<file path="src/rtl/jk_excite_seq.sv">
// rtl/jk_excite_seq.sv - JK bank excitation sequencer with readback and retry (option: JK_TOGGLE_EN)
module jk_excite_seq #(
  parameter int WIDTH     = 4,
  parameter int MAX_RETRY = 2,
  localparam int AW       = $clog2(MAX_RETRY + 2)
) (
  input  logic             clk,
  input  logic             rst_n,
  input  logic             tgt_valid,
  input  logic [WIDTH-1:0] tgt_data,
  output logic             tgt_ready,
  input  logic [WIDTH-1:0] q_fb,
  output logic [WIDTH-1:0] j,
  output logic [WIDTH-1:0] k,
  output logic             done,
  output logic             ok,
  output logic [WIDTH-1:0] err_mask,
  output logic [AW-1:0]    attempts
);

  typedef enum logic [1:0] {
    S_IDLE  = 2'd0,
    S_DRIVE = 2'd1,
    S_CHECK = 2'd2
  } state_t;

  state_t           state_q, state_d;
  logic [WIDTH-1:0] tgt_q, tgt_d;
  logic [AW-1:0]    retry_q, retry_d;
  logic [WIDTH-1:0] j_d, k_d, err_d;
  logic             done_d, ok_d;
  logic [AW-1:0]    att_d;
  logic [WIDTH-1:0] ex_tgt, ex_diff, ex_j, ex_k;

  assign tgt_ready = (state_q == S_IDLE);

  // Excitation: in IDLE the incoming word is the target, afterwards the latched one
  always_comb begin
    ex_tgt  = (state_q == S_IDLE) ? tgt_data : tgt_q;
    ex_diff = q_fb ^ ex_tgt;
`ifdef JK_TOGGLE_EN
    ex_j = ex_diff;
    ex_k = ex_diff;
`else
    ex_j = ex_diff & ex_tgt;
    ex_k = ex_diff & q_fb;
`endif
  end

  // Next-state and registered-output values; j/k default to hold (0) every cycle
  always_comb begin
    state_d = state_q;
    tgt_d   = tgt_q;
    retry_d = retry_q;
    j_d     = '0;
    k_d     = '0;
    done_d  = 1'b0;
    ok_d    = ok;
    err_d   = err_mask;
    att_d   = attempts;
    case (state_q)
      S_IDLE: begin
        if (tgt_valid) begin
          tgt_d   = tgt_data;
          retry_d = '0;
          j_d     = ex_j;
          k_d     = ex_k;
          state_d = S_DRIVE;
        end
      end
      S_DRIVE: begin
        state_d = S_CHECK;
      end
      S_CHECK: begin
        if (q_fb == tgt_q) begin
          done_d  = 1'b1;
          ok_d    = 1'b1;
          err_d   = '0;
          att_d   = retry_q + AW'(1);
          state_d = S_IDLE;
        end else if (retry_q < AW'(MAX_RETRY)) begin
          retry_d = retry_q + AW'(1);
          j_d     = ex_j;
          k_d     = ex_k;
          state_d = S_DRIVE;
        end else begin
          done_d  = 1'b1;
          ok_d    = 1'b0;
          err_d   = q_fb ^ tgt_q;
          att_d   = retry_q + AW'(1);
          state_d = S_IDLE;
        end
      end
      default: begin
        state_d = S_IDLE;
      end
    endcase
  end

  // State and output registers; async reset drops j/k immediately and aborts silently
  always_ff @(posedge clk or negedge rst_n) begin
    if (!rst_n) begin
      state_q  <= S_IDLE;
      tgt_q    <= '0;
      retry_q  <= '0;
      j        <= '0;
      k        <= '0;
      done     <= 1'b0;
      ok       <= 1'b0;
      err_mask <= '0;
      attempts <= '0;
    end else begin
      state_q  <= state_d;
      tgt_q    <= tgt_d;
      retry_q  <= retry_d;
      j        <= j_d;
      k        <= k_d;
      done     <= done_d;
      ok       <= ok_d;
      err_mask <= err_d;
      attempts <= att_d;
    end
  end

endmodule

</file>
<file path="config.mk">
export PLATFORM = sky130hd
export DESIGN_NAME = jk_excite_seq
export DESIGN_NICKNAME = d
export VERILOG_FILES = /design/src/rtl/jk_excite_seq.sv
export SDC_FILE = /design/constraint.sdc
export NUM_CORES = 1
export LEC_CHECK = 0
export ABC_CLOCK_PERIOD_IN_PS = 2100
export CAP_MARGIN = 20
export CORE_MARGIN = 4
export CORE_UTILIZATION = 45
export DETAILED_ROUTE_END_ITERATION = 10
export GPL_TIMING_DRIVEN = 1
export HOLD_SLACK_MARGIN = 0.02
export MAX_ROUTING_LAYER = met4
export PLACE_DENSITY = 0.74
export REMOVE_ABC_BUFFERS = 1
export SYNTH_ARGS = -nofsm -noshare
export SYNTH_HDL_FRONTEND = slang
export SYNTH_SLANG_ARGS = --single-unit
</file>
<file path="constraint.sdc">
create_clock -name clk -period 2.1 [get_ports clk]
set_input_delay 0.63 -clock clk [delete_from_list [all_inputs] [get_ports clk]]
set_output_delay 0.63 -clock clk [all_outputs]
set_load 0.03 [all_outputs]
</file>
==> out/qor.yml <==
outcome:
  run_status: "completed"
power_and_ir_drop:
  leakage_nw: 0.6363
  vdd_drop_max_mv: 1.078
  power.density_nw_per_um2: 1533
  finalPower_mw: 2.149
clocking:
  root_buffer: "clkbuf_4"
  cts_resized: 1
  htreeDepth: 1
  clk_latency_ns: 0.32
  hold_buffers: 0
  cts_buffer_depth: 2
  cts_sinks: 24
  path_clk_slew_ns: 0.14
  numCtsBuffers: 3
  post_cts_buffers: 0
  cts_tree: "built"
die:
  io_pins: 28
  die_area_um2: 2994
  core_um2: 2022
  initial_core_util: 0.4858
  die_x_um: 54.72
  die_y_um: 54.72
  rows: 16
detailed_routing:
  routed_via_density: 5.173
  drt_iter0_drc: 12
  ant_nets: 0
  vias: 719
  drc_errors: 0
  totalWireLength_mm: 1.986
  first_pass_iters: 4
  wire_per_inst_um: 14.29
timing:
  finalSetupViolCount: 0
  slew_headroom: 0.7742
  hold_slack_ns: 0.5156
  fin_crit_ns: 2.044
  worst_pin_slew_ns: 0.3375
  hold_viol_final: 0
  drv_slew: 0
  fin_crit_sh: 0.9734
  fmax_mhz: 489.2
  skew_ns: 0.01092
  rsz0062_at_grt: "false"
finish:
  n_fill_cell: 157
  area_delta_synth_final_pct: 42.67
  multi_input_area_um2: 362.8
  mostFrequentLayoutCells: "clkdlybuf4s50_1, dfrtp_1, buf_4"
  antenna_cells: 0
  drive_above_1_share: 0.1964
  stdcell_count: 139
  final_common_cell: "clkdlybuf4s50_1"
  final_nets: 124
  final_core_util: 0.6931
  regArea_um2: 600.6
synthesis:
  syn_inst: 73
  syn_avg_cell_area_um2: 13.45
  syn-cell-area_um2: 982.2
  seq_area_frac_synth: 0.6115
  yosys_warnings: 0
  synth.distinct_cells: 25
  synth-seq-cells: 24
place:
  portBuffers: 27
  dp.cells: 135
  hpwl_mm: 1.508
  finalWeightedCongestion: 0.7621
setup_path:
  critPathTopFamily: "buffers and inverters"
  crit_chain: "clkdlybuf4s50_1, xor2_1, nor4_4, o21a_1, mux2_1"
  crit_arrival_ns: 2.26
  critPathKind: "in -> reg"
  cp_data_required_time_ns: 2.31
  worst_setup_path_start_kind: "input pin"
  slowest_delay_ns: 0.45
  slowest_stage: "clkdlybuf4s50_1"
  worst-path-buf-inv: 1
  crit_path_max_fanout: 5
  end_kind: "flip-flop"
flow_run:
  maxCapViolCount: 0
global_routing:
  gr-total-overflow: 0
  grt_pass1_vias: 720
  grt_max_degree: 25
  grt_usage: 0.1647
  antenna_found_initial: 0
  grt_pass1_wl_mm: 3.229
hold_path:
  hold_path.class: "reg -> reg"
==> path summary, 6_finish.rpt <==
check                                        startpoint                       to  slack, ns  cells after the start
worst max register to register     tgt_q[3]$_DFFE_PN0P_  err_mask[1]$_DFFE_PN0P_       0.39                      4
worst min-delay path            err_mask[3]$_DFFE_PN0P_  err_mask[3]$_DFFE_PN0P_       0.52                      1
worst max-delay path                            q_fb[3]  err_mask[1]$_DFFE_PN0P_       0.06                      5
worst min register to register  err_mask[3]$_DFFE_PN0P_  err_mask[3]$_DFFE_PN0P_       0.52                      1
min in group asynchronous                         rst_n           done$_DFF_PN0_       0.64                      2
max in group asynchronous                         rst_n           j[2]$_DFF_PN0_       1.22                      2
==> logic make-up after synthesis <==
family,Yosys count,share of synthesized area
AOI/OAI and AO/OA,7,0.05733
DFF,24,0.6115
buffers and inverters,4,0.01910
xor gates and xnor gates,4,0.03567
muxes,13,0.1427
and+or+nand+nor,21,0.1338
==> state kept, by name (all words and copies together), names as in the netlist <==
register and count:
retry_q 2, attempts 2, j 4, tgt_q 4, k 4, state_q 2
done 1, err_mask 4, ok 1
==> through the flow <==
| stage | cell area (um^2) | setup WS [ns] | setup TNS, ns |
|---|---|---|---|
| 6_report | 1401 | 0.05588 | 0 |
| 4_1_cts | 1401 | 0.06735 | 0 |
| 3_3_place_gp | 1350 | -0.1918 | -2.362 |
| 2_1_floorplan | 970.9 | 0.1707 | 0 |
| 3_5_place_dp | 1350 | -0.2689 | -3.129 |
| 5_1_grt | 1401 | 0.01917 | 0 |
==> Yosys cell counts (all sizes together) <==
master | number | area (um^2)
buf | 2 | 11.26
dfrtp | 24 | 600.6
o31a | 1 | 10.01
o41ai | 1 | 8.760
a22o | 1 | 8.760
or3 | 1 | 6.260
o21ai | 1 | 5.000
o31ai | 1 | 7.510
xor2 | 4 | 35.03
nor3 | 4 | 20.02
o311ai | 1 | 8.760
inv | 2 | 7.500
nor3b | 2 | 15.01
nor4 | 1 | 21.27
nor2 | 1 | 6.260
nand2b | 1 | 6.260
mux2 | 8 | 90.08
nor2b | 2 | 12.51
o21a | 1 | 7.510
mux2i | 5 | 50.05
and3 | 4 | 25.02
nand2 | 5 | 18.77
==> report_power, final <==
group	switching, mW	internal (mW)
logic	0.575	0.476
registers	0.118	0.640
clock network	0.146	0.193
total	0.839	1.31
==> metal layers <==
layer  track usage  routed length (um)  vias up
met5             -                   0        -
met4       0.07469                  39        0
met3       0.04087                 134        5
met2        0.2677                1020       27
met1        0.1903                 792      349
li1              -                   -      338
==> worst register-to-register path: cells and delay by family, from the launching register on <==
family / cells / cell delay [ns]
AO/OA/AOI/OAI: 1 / 0.29
XOR/XNOR: 1 / 0.20
AND/OR/NAND/NOR: 1 / 0.33
multiplexers: 1 / 0.36
flip-flops: 1 / 0.42
==> layout make-up <==
type	instances	share of cell area
clock buffer	3	0.01607
timing repair buffer	37	0.2455
multi-input combinational	45	0.2589
tap	27	0.02411
clock inverter	1	0.02143
sequential	24	0.4286
inverter	2	0.005357
Power figures use the tool's default switching activity.
